===== config.mk =====
export PLATFORM = sky130hd
export DESIGN_NAME = mem_stage_flat
export DESIGN_NICKNAME = d
export VERILOG_FILES = /design/src/rtl/mem_stage_pkg.sv /design/src/rtl/mem_stage_if.sv /design/src/rtl/mem_stage_load_align.sv /design/src/rtl/mem_stage.sv /design/src/flat_wrapper.sv
export SDC_FILE = /design/constraint.sdc
export NUM_CORES = 1
export LEC_CHECK = 0
export CAP_MARGIN = 25
export CORE_UTILIZATION = 46
export CTS_CLUSTER_DIAMETER = 200
export DETAILED_ROUTE_END_ITERATION = 7
export PLACE_DENSITY = 0.87
export SLEW_MARGIN = 5
export SYNTH_ARGS = -nofsm -noshare
export SYNTH_HDL_FRONTEND = slang
export SYNTH_SLANG_ARGS = --single-unit
export TNS_END_PERCENT = 30

===== constraint.sdc =====
create_clock -name clk -period 5 [get_ports clk]
set_input_delay 0.75 -clock clk [delete_from_list [all_inputs] [get_ports clk]]
set_output_delay 0.75 -clock clk [all_outputs]
set_load 0.05 [all_outputs]

===== src/rtl/mem_stage_pkg.sv =====
`timescale 1ns/1ps
`default_nettype none
// +----------------------------------------------------------------------------+
// | mem_stage_pkg : shared widths, EXE->MEM bus layout and MEM state encoding    |
// | Rev 1.0                                                                     |
// +----------------------------------------------------------------------------+
package mem_stage_pkg;

   localparam int EXE_to_MEM_LEN = 112;
   localparam int MEM_to_WB_LEN  = 70;
   localparam int MEM_RF_LEN     = 38;
   localparam int DEST_LEN       = 5;

   // load_op bit positions
   localparam int c_LD_BYTE = 0;
   localparam int c_LD_HALF = 1;
   localparam int c_LD_WORD = 2;
   localparam int c_LD_ZEXT = 3;

   typedef struct packed {
      logic [31:0]         pc;
      logic                gr_we;
      logic [DEST_LEN-1:0] dest;
      logic [31:0]         alu_result;
      logic [31:0]         mem_sum;
      logic                mem_en;
      logic [3:0]          mem_we;
      logic [3:0]          load_op;
      logic                rfrom_mem;
   } exe_to_mem_t;

   // IDLE: empty, WAIT: memory op awaiting data_ok,
   // HOLD: response buffered while WB stalls, DONE: non-memory op ready to leave
   typedef enum logic [1:0] {
      S_IDLE = 2'd0,
      S_WAIT = 2'd1,
      S_HOLD = 2'd2,
      S_DONE = 2'd3
   } mem_state_t;

   function automatic logic is_mem_op(input exe_to_mem_t f);
      return f.rfrom_mem | f.mem_en;
   endfunction

endpackage
`default_nettype wire


===== src/rtl/mem_stage_if.sv =====
`timescale 1ns/1ps
`default_nettype none
// +----------------------------------------------------------------------------+
// | mem_stage_if : EXE/SRAM/WB handshake and bus bundle seen by the MEM stage    |
// | Rev 1.0                                                                     |
// +----------------------------------------------------------------------------+
interface mem_stage_if;
   import mem_stage_pkg::*;

   logic [EXE_to_MEM_LEN-1:0] EXE_to_MEM_BUS;
   logic                      EXE_to_MEM_valid;
   logic                      MEM_allowin;
   logic [31:0]               data_sram_rdata;
   logic                      data_sram_data_ok;
   logic                      WB_allowin;
   logic                      MEM_to_WB_valid;
   logic [MEM_to_WB_LEN-1:0]  MEM_to_WB_BUS;
   logic [MEM_RF_LEN-1:0]     MEM_RF_BUS;

   modport master (
      output EXE_to_MEM_BUS, EXE_to_MEM_valid, data_sram_rdata, data_sram_data_ok, WB_allowin,
      input  MEM_allowin, MEM_to_WB_valid, MEM_to_WB_BUS, MEM_RF_BUS
   );

   modport slave (
      input  EXE_to_MEM_BUS, EXE_to_MEM_valid, data_sram_rdata, data_sram_data_ok, WB_allowin,
      output MEM_allowin, MEM_to_WB_valid, MEM_to_WB_BUS, MEM_RF_BUS
   );

endinterface
`default_nettype wire


===== src/rtl/mem_stage_load_align.sv =====
`timescale 1ns/1ps
`default_nettype none
// +----------------------------------------------------------------------------+
// | load_align : selects byte/halfword/word from load data and extends it       |
// | Rev 1.0                                                                     |
// +----------------------------------------------------------------------------+
module load_align
   import mem_stage_pkg::*;
(
   input  logic [31:0] i_rdata,
   input  logic [1:0]  i_addr,
   input  logic [3:0]  i_load_op,
   output logic [31:0] o_result
);

   logic [7:0]  w_byte;
   logic [15:0] w_half;
   logic        w_zext;

   always_comb begin
      w_byte = 8'h00;
      case (i_addr)
         2'd0:    w_byte = i_rdata[7:0];
         2'd1:    w_byte = i_rdata[15:8];
         2'd2:    w_byte = i_rdata[23:16];
         default: w_byte = i_rdata[31:24];
      endcase
   end

   // Halfwords are assumed aligned; address bit 0 plays no part.
   assign w_half = i_addr[1] ? i_rdata[31:16] : i_rdata[15:0];
   assign w_zext = i_load_op[c_LD_ZEXT];

   always_comb begin
      o_result = i_rdata;
      if (i_load_op[c_LD_BYTE]) begin
         o_result = {{24{~w_zext & w_byte[7]}}, w_byte};
      end else if (i_load_op[c_LD_HALF]) begin
         o_result = {{16{~w_zext & w_half[15]}}, w_half};
      end else if (i_load_op[c_LD_WORD]) begin
         o_result = i_rdata;
      end
   end

endmodule
`default_nettype wire


===== src/rtl/mem_stage.sv =====
`timescale 1ns/1ps
`default_nettype none
// +----------------------------------------------------------------------------+
// | mem_stage : pipeline MEM stage, waits on data SRAM and buffers responses    |
// | Rev 1.0                                                                     |
// +----------------------------------------------------------------------------+
module mem_stage
   import mem_stage_pkg::*;
(
   input  logic       clk,
   input  logic       reset,
   mem_stage_if.slave mem_bus
);

   exe_to_mem_t         r_bus;
   exe_to_mem_t         w_in;
   mem_state_t          r_state;
   mem_state_t          w_state_nxt;
   logic [31:0]         r_buf_data;

   logic                w_valid;
   logic                w_buf_valid;
   logic                w_ready_go;
   logic                w_allowin;
   logic                w_buf_load;
   logic                w_capture;
   logic [31:0]         w_load_src;
   logic [31:0]         w_load_val;
   logic [31:0]         w_final_result;
   logic [DEST_LEN-1:0] w_rf_dest;
   logic                w_load_pending;
   logic                w_unused;

   assign w_in        = exe_to_mem_t'(mem_bus.EXE_to_MEM_BUS);
   assign w_valid     = (r_state != S_IDLE);
   assign w_buf_valid = (r_state == S_HOLD);

   always_ff @(posedge clk) begin
      if (reset) begin
         r_state <= S_IDLE;
      end else begin
         r_state <= w_state_nxt;
      end
   end

   // data_ok is only honoured in WAIT; in IDLE or HOLD it falls through untouched.
   always_comb begin
      w_state_nxt = r_state;
      w_ready_go  = 1'b0;
      w_allowin   = 1'b1;
      w_buf_load  = 1'b0;
      case (r_state)
         S_DONE,
         S_HOLD:  w_ready_go = 1'b1;
         S_WAIT:  w_ready_go = mem_bus.data_sram_data_ok;
         default: w_ready_go = 1'b0;
      endcase
      w_allowin = !w_valid || (w_ready_go && mem_bus.WB_allowin);
      if (w_allowin) begin
         if (mem_bus.EXE_to_MEM_valid) begin
            w_state_nxt = is_mem_op(w_in) ? S_WAIT : S_DONE;
         end else begin
            w_state_nxt = S_IDLE;
         end
      end else if ((r_state == S_WAIT) && mem_bus.data_sram_data_ok) begin
         w_state_nxt = S_HOLD;
         w_buf_load  = 1'b1;
      end
   end

   assign w_capture = mem_bus.EXE_to_MEM_valid && w_allowin;

   always_ff @(posedge clk) begin
      if (reset) begin
         r_bus      <= '0;
         r_buf_data <= '0;
      end else begin
         if (w_capture) begin
            r_bus <= w_in;
         end
         if (w_buf_load) begin
            r_buf_data <= mem_bus.data_sram_rdata;
         end
      end
   end

   // Once buffered, the live SRAM data may change freely without disturbing WB.
   assign w_load_src = w_buf_valid ? r_buf_data : mem_bus.data_sram_rdata;

   load_align u_load_align (
      .i_rdata   (w_load_src),
      .i_addr    (r_bus.alu_result[1:0]),
      .i_load_op (r_bus.load_op),
      .o_result  (w_load_val)
   );

   assign w_final_result = r_bus.rfrom_mem ? w_load_val : r_bus.alu_result;
   assign w_load_pending = w_valid && r_bus.rfrom_mem && !w_ready_go;
   assign w_rf_dest      = r_bus.dest & {DEST_LEN{r_bus.gr_we & w_valid}};

   assign mem_bus.MEM_allowin     = w_allowin;
   assign mem_bus.MEM_to_WB_valid = w_valid && w_ready_go;
   assign mem_bus.MEM_to_WB_BUS   = {r_bus.pc, r_bus.gr_we, r_bus.dest, w_final_result};
   assign mem_bus.MEM_RF_BUS      = {w_rf_dest, w_load_pending, w_final_result};

   // Store-side fields travel with the instruction but are consumed elsewhere.
   assign w_unused = ^{r_bus.mem_sum, r_bus.mem_we, r_bus.mem_en};

endmodule
`default_nettype wire


===== src/flat_wrapper.sv =====
// flat-port wrapper written by rule: the top's interface ports become plain ports
module mem_stage_flat import mem_stage_pkg::*;
  (clk, reset, mem_bus_EXE_to_MEM_BUS, mem_bus_EXE_to_MEM_valid, mem_bus_data_sram_rdata, mem_bus_data_sram_data_ok, mem_bus_WB_allowin, mem_bus_MEM_allowin, mem_bus_MEM_to_WB_valid, mem_bus_MEM_to_WB_BUS, mem_bus_MEM_RF_BUS);
  mem_stage_if mem_bus_i ();
  input  logic clk;
  input  logic reset;
  input wire logic [$bits(mem_bus_i.EXE_to_MEM_BUS)-1:0] mem_bus_EXE_to_MEM_BUS;
  input wire logic [$bits(mem_bus_i.EXE_to_MEM_valid)-1:0] mem_bus_EXE_to_MEM_valid;
  input wire logic [$bits(mem_bus_i.data_sram_rdata)-1:0] mem_bus_data_sram_rdata;
  input wire logic [$bits(mem_bus_i.data_sram_data_ok)-1:0] mem_bus_data_sram_data_ok;
  input wire logic [$bits(mem_bus_i.WB_allowin)-1:0] mem_bus_WB_allowin;
  output wire logic [$bits(mem_bus_i.MEM_allowin)-1:0] mem_bus_MEM_allowin;
  output wire logic [$bits(mem_bus_i.MEM_to_WB_valid)-1:0] mem_bus_MEM_to_WB_valid;
  output wire logic [$bits(mem_bus_i.MEM_to_WB_BUS)-1:0] mem_bus_MEM_to_WB_BUS;
  output wire logic [$bits(mem_bus_i.MEM_RF_BUS)-1:0] mem_bus_MEM_RF_BUS;
  assign mem_bus_i.EXE_to_MEM_BUS = mem_bus_EXE_to_MEM_BUS;
  assign mem_bus_i.EXE_to_MEM_valid = mem_bus_EXE_to_MEM_valid;
  assign mem_bus_i.data_sram_rdata = mem_bus_data_sram_rdata;
  assign mem_bus_i.data_sram_data_ok = mem_bus_data_sram_data_ok;
  assign mem_bus_i.WB_allowin = mem_bus_WB_allowin;
  assign mem_bus_MEM_allowin = mem_bus_i.MEM_allowin;
  assign mem_bus_MEM_to_WB_valid = mem_bus_i.MEM_to_WB_valid;
  assign mem_bus_MEM_to_WB_BUS = mem_bus_i.MEM_to_WB_BUS;
  assign mem_bus_MEM_RF_BUS = mem_bus_i.MEM_RF_BUS;
  mem_stage u_core (.clk(clk), .reset(reset), .mem_bus(mem_bus_i));
endmodule

==> out/qor.yml, run 1 <==
synthesis:
  yosysTopAreaCell: "dfxtp_1"
  netlist_area_um2: 5860
  synth.distinct_cells: 39
  ys_warn_count: 0
  netlist_instances: 743
  syn_nets: 892
  synthTopCellsByArea: "dfxtp_1 (37%), nand2_1 (15%), a21oi_1 (10%)"
  avgSynthCellArea_um2: 7.88
  yosysSeqAreaShare_pct: 36.9
  synth_top_area_share_pct: 36.9
  synth_seq_cells: 108
cts:
  clock_tree.buffer_depth: 2
  cts_resized: 0
  cts_sinks: 108
  htree_levels: 3
  path_clk_slew_ns: 0.07
  root_buffer: "clkbuf_16"
  cts_made_buffers: 9
  hold_buffers: 0
  post-cts-setup-buffers: 0
  cts_tree: "done"
  clk_latency_ns: 0.35
detailed_routing:
  drc: 0
  antenna_left: 0
  drt_iter0_drc: 370
  vias: 5562
  dr.pass1.iters: 5
  wl_um: 17000
  avgRoutedWirePerCell_um: 16.5
  via_per_inst: 5.41
setup_path:
  cp_slowest_stage_delay_ns: 0.75
  cp_max_fo: 24
  end_kind: "primary output"
  slowest_stage: "clkdlybuf4s50_1"
  timing.rr.start: "u_core.r_state[1]$_SDFFE_PP0P_"
  critical_path.top_delay_family: "simple AND/OR/NAND/NOR gates"
  rrSetupSlack_ns: 2.57
  arrival_ns: 3.47
  crit_path_start_kind: "flop"
  worst-path-stages: 6
  crit_chain: "nand2b_4, mux4_2, and4_4, a31oi_4, nand2_1, clkdlybuf4s50_1"
  rr_worst_depth: 6
  cp.buffers_inverters: 1
  crit-reg2reg-capture: "u_core.r_bus[48]$_SDFFE_PP0P_"
  cp.required_ns: 4.25
  crit_type: "flop to primary output"
global_routing:
  grt.overflow.total: 0
  grt_pass1_wl_um: 26400
  grt_util_all_layers_pct: 26.2
  grt_max_degree: 71
  antenna_found_initial: 0
  grt_pass1_vias: 5304
sta:
  rsz0062_at_grt: "no"
  fin_crit_ns: 4.22
  maxSlewViolCount: 0
  setup_violations: 0
  min_period_over_period_pct: 84.3
  hold_viol: 0
  worstMarginPinSlew_ns: 0.868
  finClkSkew_ns: 0.00557
  fmax_mhz: 237
  max_slew_margin_pct: 42.0
  tns_ns: 0
floorplanning:
  ioPinCount: 259
  die_area_um2: 13200
  row_count: 40
  die_w_um: 115
  die_h_um: 115
  initial_core_util_pct: 48.0
  core_area_um2: 12200
cells_and_area:
  layout.nets: 1006
  mostFrequentLayoutCell: "nand2_1"
  drive_gt1_share_pct: 6.97
  fin_area_um2: 7880
  seqCellArea_um2: 2160
  n_antenna_cell: 0
  multiInputGateArea_um2: 2890
  fin_util_pct: 64.5
  n_fill_cell: 1029
  areaGrowthSynthToFinish_pct: 34.5
  layout_common_cells: "nand2_1 (236), clkdlybuf4s50_1 (220), a21oi_1 (122)"
run:
  cap_viol_max_count: 0
status:
  status: "finished, final reports clean"
min_path:
  holdPathStages: 2
  min_from: "u_core.mem_bus.MEM_to_WB_BUS[38]$_SDFFE_PP0P_"
  min_to: "u_core.mem_bus.MEM_to_WB_BUS[38]$_SDFFE_PP0P_"
  hold_class: "flop to flop"
placement:
  placed_area_um2: 7570
  hpwl_um: 12100
  port-buffer-count: 221
  gp_congestion: 0.838
pwr:
  peakVddDrop_mv: 0.209
  power_density_nw_per_um2: 313
  p_leak_uw: 0.00311
[worst max-delay path by stage]
stage | start | to | slack [ns]
after floorplan | u_core.r_state[0]$_SDFFE_PP0P_ | mem_bus_MEM_to_WB_BUS[6] | 1.68
after global placement | mem_bus_data_sram_rdata[15] | mem_bus_MEM_RF_BUS[31] | 0.90
after detailed placement | mem_bus_data_sram_rdata[15] | mem_bus_MEM_to_WB_BUS[18] | 0.87
after CTS | u_core.r_state[0]$_SDFFE_PP0P_ | mem_bus_MEM_to_WB_BUS[18] | 0.77
after global routing | u_core.r_state[0]$_SDFFE_PP0P_ | mem_bus_MEM_RF_BUS[30] | 0.62
final | u_core.r_state[0]$_SDFFE_PP0P_ | mem_bus_MEM_to_WB_BUS[18] | 0.78
[routing by layer]
layer | global-route usage (%) | part of all wire (%)
met1 | 29.6 | 39
met2 | 45.8 | 49
met5 | 0 | 0
met3 | 8.38 | 9.6
met4 | 10.3 | 2.6
[worst min-delay path, delay by kind of cell, from the launching register on]
family / cells / cell delay [ns]
simple gates: 1 / 0.05
flops: 1 / 0.31
compound gates: 1 / 0.05
[synthesized netlist by cell type (all sizes together)]
library cell,n
a211o,1
a21boi,1
a21oi,122
a221o,8
a221oi,1
a22oi,5
a2bb2oi,15
a31oi,1
a32oi,2
and2,6
and2b,1
and3,2
and4,1
buf,92
clkbuf,34
dfxtp,108
inv,5
mux2,1
mux2i,31
mux4,16
nand2,247
nand2b,2
nor2,12
nor2b,1
nor3,4
nor4,1
o211ai,3
o21ai,10
o22ai,7
o32a,1
or3,2
[cell families after synthesis]
family / count (synthesis) / synth area share [%]
and+or+nand+nor: 279 / 19.3
buffers and inverters: 131 / 14.0
DFF: 108 / 36.9
AOI/OAI and AO/OA: 177 / 18.2
muxes: 48 / 11.6
[where the power goes]
part           internal [uW]  switching (uW)  leakage, uW  total [uW]
Sequential               906            32.0     0.000883         938
Combinational            297             488      0.00207         785
Clock                    428             315     0.000155         743
Total                   1630             835      0.00311        2470
[cell type report]
| type | count | share of cell area [%] |
|---|---|---|
| timing repair buffer | 229 | 29.1 |
| sequential | 108 | 27.5 |
| clock inverter | 3 | 0.556 |
| tap | 168 | 2.67 |
| inverter | 5 | 0.238 |
| clock buffer | 12 | 3.38 |
| multi-input combinational | 504 | 36.6 |
[state kept, by name, indices dropped and copies added (netlist names)]
signal                        count
u_core.r_state                    2
u_core.mem_bus.MEM_to_WB_BUS     38
u_core.r_bus                     36
u_core.r_buf_data                32
[stage by stage]
stage	hold WS, ns	setup slack (ns)	instances	power (uW)
after detailed placement	0.445	0.874	1014	1740
after CTS	0.455	0.768	1029	2490
after floorplan	0.434	1.68	743	1510
after global routing	0.468	0.615	1029	2560
after global placement	0.441	0.898	1013	1730
final	0.454	0.784	1029	2470
Note: power is estimated with default switching activity, not from simulation.
==> run 2, diff against run 1 <==
--- a/config.mk
+++ b/config.mk
@@ -6,10 +6,10 @@
 export NUM_CORES = 1
 export LEC_CHECK = 0
 export CAP_MARGIN = 25
-export CORE_UTILIZATION = 46
+export CORE_UTILIZATION = 39
 export CTS_CLUSTER_DIAMETER = 200
 export DETAILED_ROUTE_END_ITERATION = 7
-export PLACE_DENSITY = 0.87
+export PLACE_DENSITY = 0.78
 export SLEW_MARGIN = 5
 export SYNTH_ARGS = -nofsm -noshare
 export SYNTH_HDL_FRONTEND = slang
==> constraint.sdc (replaced) <==
create_clock -name clk -period 3.6 [get_ports clk]
set_input_delay 0.54 -clock clk [delete_from_list [all_inputs] [get_ports clk]]
set_output_delay 0.54 -clock clk [all_outputs]
set_load 0.05 [all_outputs]
==> run 2 against run 1 <==
Worst setup slack lost 0.60 ns. Count of clock-buffer cells in the layout shrank 3. Final cell count grew 2.2%. Clock skew is essentially flat. First-iteration DRC count grew 2.2%. Hold slack lost 0.0015 ns. Critical path type unchanged.
==> out/qor.yml, run 2 (same netlist as run 1, synthesis figures left out) <==
status:
  status: "finished, final reports clean"
detailed_routing:
  antenna_left: 0  # unchanged
  via_per_inst: 5.28  # -2.4%
  vias: 5551  # -0.20%
  drc: 0  # unchanged
  wl_um: 17300  # +1.8%
  dr.pass1.iters: 5  # unchanged
  drt_iter0_drc: 378  # +2.2%
  avgRoutedWirePerCell_um: 16.4  # -0.46%
cts:
  cts_made_buffers: 9  # unchanged
  path_clk_slew_ns: 0.07  # about the same
  hold_buffers: 0  # unchanged
  htree_levels: 3  # unchanged
  root_buffer: "clkbuf_16"
  clock_tree.buffer_depth: 2  # unchanged
  cts_sinks: 108  # unchanged
  cts_resized: 0  # unchanged
  post-cts-setup-buffers: 0  # unchanged
  cts_tree: "done"
  clk_latency_ns: 0.36  # about the same
sta:
  layout_setup_ws_ns: 0.185  # -0.599 ns
  hold_viol: 0  # unchanged
  fmax_mhz: 293
  fin_crit_ns: 3.41
  max_slew_margin_pct: 38.2  # -3.8 points
  min_period_over_period_pct: 94.9
  rsz0062_at_grt: "no"
  worstMarginPinSlew_ns: 0.925  # +0.0569 ns
  maxSlewViolCount: 0  # unchanged
  setup_violations: 0  # unchanged
  tns_ns: 0  # unchanged
  finClkSkew_ns: 0.00557  # +0.00000414 ns
cells_and_area:
  layout_common_cells: "nand2_1 (236), clkdlybuf4s50_1 (156), a21oi_1 (122)"
  n_antenna_cell: 0  # unchanged
  mostFrequentLayoutCell: "nand2_1"
  areaGrowthSynthToFinish_pct: 40.5
  seqCellArea_um2: 2160  # unchanged
  fin_area_um2: 8230  # +4.5%
  multiInputGateArea_um2: 2890  # unchanged
  n_fill_cell: 1324  # +29%
  drive_gt1_share_pct: 15.1  # +8.1 points
  largest_reg_flops: 38  # unchanged
  layout.nets: 1012  # +0.60%
pwr:
  peakVddDrop_mv: 0.230  # +9.8%
  power_density_nw_per_um2: 438  # +40%
  p_leak_uw: 0.00336  # +8.1%
floorplanning:
  die_h_um: 125  # +8.5%
  core_area_um2: 14600  # +19%
  die_w_um: 125  # +8.5%
  ioPinCount: 259  # unchanged
  row_count: 44  # +10%
  initial_core_util_pct: 40.1  # -7.8 points
  die_area_um2: 15500  # +18%
placement:
  placed_area_um2: 7900  # +4.4%
  hpwl_um: 12400  # +3.2%
  place_ws_ns: 0.392  # -0.482 ns
  gp_congestion: 0.845  # +0.85%
  port-buffer-count: 221  # unchanged
setup_path:
  timing.rr.start: "u_core.r_state[1]$_SDFFE_PP0P_"
  arrival_ns: 2.87  # -0.60 ns
  end_kind: "primary output"
  crit-reg2reg-capture: "u_core.r_bus[48]$_SDFFE_PP0P_"
  cp.required_ns: 3.06  # -1.19 ns
  rr_worst_depth: 6  # unchanged
  rrSetupSlack_ns: 1.67  # -0.90 ns
  crit_type: "flop to primary output"
  cp_max_fo: 12  # -50%
  crit_path_start_kind: "flop"
run:
  cap_viol_max_count: 0  # unchanged
global_routing:
  grt_pass1_wl_um: 27100  # +2.6%
  grt_max_degree: 78  # +9.9%
  grt_pass1_vias: 5221  # -1.6%
  grt.overflow.total: 0  # unchanged
  antenna_found_initial: 1  # +1
  grt_util_all_layers_pct: 22.1  # -4.1 points
min_path:
  min_from: "u_core.mem_bus.MEM_to_WB_BUS[42]$_SDFFE_PP0P_"
  hold_class: "flop to flop"
  holdPathStages: 2  # unchanged
  min_to: "u_core.mem_bus.MEM_to_WB_BUS[42]$_SDFFE_PP0P_"
## run 2: changes by cell type in the layout (fill, tap and decap cells not counted)
cell,delta
clkdlybuf4s50_1,-64
clkbuf_8,-3
buf_12,+34
inv_6,+1
inv_8,+1
clkinv_2,-1
clkinv_4,+2
bufinv_16,+1
buf_4,+36
## run 2: area by class of cell
type                            count  area share [%]
Sequential cell                   108            26.3
Timing Repair Buffer              235            31.6
Clock inverter                      7            1.29
Tap cell                          184            2.80
Multi-Input combinational cell    504            35.1
Clock buffer                        9            2.74
Inverter                            5           0.228
## run 2: layer usage
layer / track usage (%) / part of all wire (%) / up-vias
li1: - / - / 2695
met1: 26.3 / 40 / 2581
met2: 37.2 / 49 / 246
met3: 6.70 / 8.6 / 29
met4: 8.08 / 2.0 / 0
met5: 0 / 0 / -
## run 2: power by group
part | switching, uW | leakage, uW | internal [uW]
Sequential | 45.0 | 0.000883 | 1260
Clock | 490 | 0.000163 | 623
Combinational | 699 | 0.00232 | 486
Total | 1230 | 0.00336 | 2370
## run 2: per-stage QoR
step / power (uW) / std cells / utilization, % / hold WS, ns
6_report: 3600 / 1052 / 56.4 / 0.452
5_1_grt: 3750 / 1052 / 56.4 / 0.473
4_1_cts: 3630 / 1052 / 56.4 / 0.456
2_1_floorplan: 2100 / 743 / - / 0.434
3_3_place_gp: 2510 / 1035 / 53.9 / 0.440
3_5_place_dp: 2520 / 1036 / 54.1 / 0.446
## run 2: worst max-delay path by stage
stage,startpoint,endpoint,slack (ns),cells after the start
after floorplan,u_core.r_state[0]$_SDFFE_PP0P_,mem_bus_MEM_to_WB_BUS[6],0.49,10
after global placement,mem_bus_data_sram_rdata[15],mem_bus_MEM_RF_BUS[19],0.43,7
after detailed placement,mem_bus_data_sram_rdata[15],mem_bus_MEM_RF_BUS[19],0.39,7
after CTS,u_core.r_bus[43]$_SDFFE_PP0P_,mem_bus_MEM_RF_BUS[19],0.21,7
after global routing,u_core.r_bus[43]$_SDFFE_PP0P_,mem_bus_MEM_RF_BUS[19],0.02,7
final,u_core.r_bus[43]$_SDFFE_PP0P_,mem_bus_MEM_RF_BUS[19],0.19,7
## run 2: worst max-delay path, cell delays in order (launching register included)
cell      delay, ns
dfxtp_1        0.44
inv_1          0.27
nor2_1         0.59
a221oi_2       0.19
a31oi_4        0.53
buf_4          0.23
nand2_1        0.08
buf_4          0.20
==> run 3, diff against run 2 <==
--- a/config.mk
+++ b/config.mk
@@ -6,10 +6,13 @@
 export NUM_CORES = 1
 export LEC_CHECK = 0
 export CAP_MARGIN = 25
+export CORE_ASPECT_RATIO = 0.5
 export CORE_UTILIZATION = 39
 export CTS_CLUSTER_DIAMETER = 200
 export DETAILED_ROUTE_END_ITERATION = 7
+export MAX_ROUTING_LAYER = met4
 export PLACE_DENSITY = 0.78
+export RECOVER_POWER = 50
 export SLEW_MARGIN = 5
 export SYNTH_ARGS = -nofsm -noshare
 export SYNTH_HDL_FRONTEND = slang
==> run 3 against run 2 <==
Hold slack worse by 0.0023 ns. Critical path type unchanged. Maximum frequency is 4.7% higher. Non-clock buffer count is 2 lower. Global-route usage is 0.34 points lower. Final area is 0.33% lower. Critical endpoint is now mem_bus_MEM_to_WB_BUS[10]. Highest routed layer unchanged. Flip-flop and latch count stayed put.
==> out/qor.yml, run 3 (same netlist as run 1, synthesis figures left out) <==
cts:
  root_buffer: "clkbuf_16"
  clk_latency_ns: 0.34  # -0.02 ns
  htree_levels: 3  # unchanged
  cts_made_buffers: 9  # unchanged
  post-cts-setup-buffers: 0  # unchanged
  cts_tree: "done"
  cts_sinks: 108  # unchanged
  path_clk_slew_ns: 0.07  # about the same
  clock_tree.buffer_depth: 2  # unchanged
  cts_resized: 0  # unchanged
  hold_buffers: 0  # unchanged
min_path:
  holdPathStages: 2  # unchanged
  hold_class: "flop to flop"
sta:
  fmax_mhz: 307  # +4.7%
  maxSlewViolCount: 0  # unchanged
  fin_crit_ns: 3.26  # -0.153 ns
  worstMarginPinSlew_ns: 1.38  # +0.456 ns
  max_slew_margin_pct: 7.85  # -30 points
  setup_violations: 0  # unchanged
  finClkSkew_ns: 0.00762  # +0.00205 ns
  rsz0062_at_grt: "no"
  tns_ns: 0  # unchanged
  min_period_over_period_pct: 90.6  # -4.3 points
  hold_viol: 0  # unchanged
floorplanning:
  die_h_um: 88.6  # -29%
  initial_core_util_pct: 40.3  # +0.12 points
  core_area_um2: 14500  # -0.30%
  die_w_um: 175  # +41%
  ioPinCount: 259  # unchanged
  die_area_um2: 15500  # +0.19%
  row_count: 31  # -30%
detailed_routing:
  dr.pass1.iters: 7  # +2
  drc: 0  # unchanged
  drt_iter0_drc: 426  # +13%
  avgRoutedWirePerCell_um: 15.7  # -4.4%
  vias: 5509  # -0.76%
  wl_um: 16700  # -3.3%
  via_per_inst: 5.18  # -1.8%
  antenna_left: 0  # unchanged
setup_path:
  cp_slowest_stage_delay_ns: 0.55  # -0.04 ns
  end_kind: "primary output"
  cp.buffers_inverters: 1  # -2
  rr_worst_depth: 6  # unchanged
  crit_type: "flop to primary output"
  cp_max_fo: 9  # -3
  cp.required_ns: 3.06  # about the same
  slowest_stage: "dfxtp_1"
  worst-path-stages: 6  # -1
  arrival_ns: 2.72  # -0.15 ns
  crit_path_start_kind: "flop"
  critical_path.top_delay_family: "compound AO/OA/AOI/OAI gates"
  crit_chain: "and2b_1, a21oi_1, a221oi_2, and3_1, a221o_1, buf_12"
cells_and_area:
  areaGrowthSynthToFinish_pct: 40.0
  largest_reg_flops: 38  # unchanged
  drive_gt1_share_pct: 14.5  # -0.64 points
  mostFrequentLayoutCell: "nand2_1"
  layout.nets: 1010  # -0.20%
  final_cells: 1063  # +1.0%
  layout_common_cells: "nand2_1 (236), a21oi_1 (122), clkdlybuf4s50_1 (117)"
  n_antenna_cell: 0  # unchanged
run:
  cap_viol_max_count: 0  # unchanged
global_routing:
  grt_pass1_wl_um: 25800  # -4.9%
  grt.overflow.total: 0  # unchanged
  grt_pass1_vias: 5244  # +0.44%
  antenna_found_initial: 0  # -1
  grt_max_degree: 82  # +5.1%
  grt_util_all_layers_pct: 21.8  # -0.34 points
placement:
  placed_cells: 1048  # +1.2%
  gp_congestion: 0.916  # +8.5%
  hpwl_um: 12000  # -3.2%
  port-buffer-count: 221  # unchanged
pwr:
  peakVddDrop_mv: 0.216  # -5.9%
  p_total_uw: 3510  # -2.6%
  power_density_nw_per_um2: 428  # -2.3%
  p_leak_uw: 0.00344  # +2.4%
status:
  status: "finished, final reports clean"
==> run 3: changes by cell type in the layout (fill, tap and decap cells not counted), moves of 2 or more <==
| cell | previous run | this run |
|---|---|---|
| dlygate4sd3_1 | 0 | 39 |
| inv_6 | 2 | 0 |
| clkbuf_1 | 0 | 2 |
| buf_4 | 44 | 41 |
| clkinv_4 | 2 | 0 |
| clkdlybuf4s50_1 | 156 | 117 |
| clkinv_2 | 0 | 2 |
==> run 3: cell type report <==
type	instances	area, um2
multi-input combinational	504	2880
fill	1332	6340
tap	198	248
clock buffer	10	229
inverter	5	18.8
sequential	108	2160
timing repair buffer	233	2580
clock inverter	5	77.6
==> run 3: metal layers <==
metal / GRT usage, % / routed length (um) / up-vias
met5: - / 0 / -
met1: 25.2 / 6970 / 2592
met4: 7.04 / 448 / 0
met3: 4.12 / 860 / 40
li1: - / - / 2683
met2: 38.5 / 8420 / 194
==> run 3: stage by stage <==
| stage | setup WS (ns) | utilization, % | area (um2) | hold slack (ns) |
|---|---|---|---|---|
| floorplan | 0.490 | - | 5860 | 0.434 |
| global placement | 0.573 | 54.1 | 7860 | 0.441 |
| detailed placement | 0.527 | 54.4 | 7920 | 0.446 |
| CTS | 0.357 | 56.6 | 8230 | 0.455 |
| global route | 0.216 | 56.4 | 8200 | 0.474 |
| finish | 0.338 | 56.4 | 8200 | 0.450 |
==> run 3: final timing paths <==
check | slack [ns] | startpoint | end
hold / removal | 0.45 | u_core.mem_bus.MEM_to_WB_BUS[47]$_SDFFE_PP0P_ | u_core.mem_bus.MEM_to_WB_BUS[47]$_SDFFE_PP0P_
setup / recovery | 0.34 | u_core.r_state[1]$_SDFFE_PP0P_ | mem_bus_MEM_to_WB_BUS[10]
setup reg to reg | 0.90 | u_core.r_state[1]$_SDFFE_PP0P_ | u_core.r_bus[42]$_SDFFE_PP0P_
hold reg to reg | 0.45 | u_core.mem_bus.MEM_to_WB_BUS[47]$_SDFFE_PP0P_ | u_core.mem_bus.MEM_to_WB_BUS[47]$_SDFFE_PP0P_
==> run 3: where the power goes <==
part           switching [uW]  internal, uW
Combinational             697           472
Sequential               40.2          1260
Clock                     435           604
==> run 3: worst reg2reg max path: stages (launching register included) <==
cell	delay [ns]
dfxtp_1	0.55
o21ai_0	0.14
o21ai_0	0.19
and2_0	1.11
buf_12	0.33
nand2_1	0.17
a21oi_1	0.14
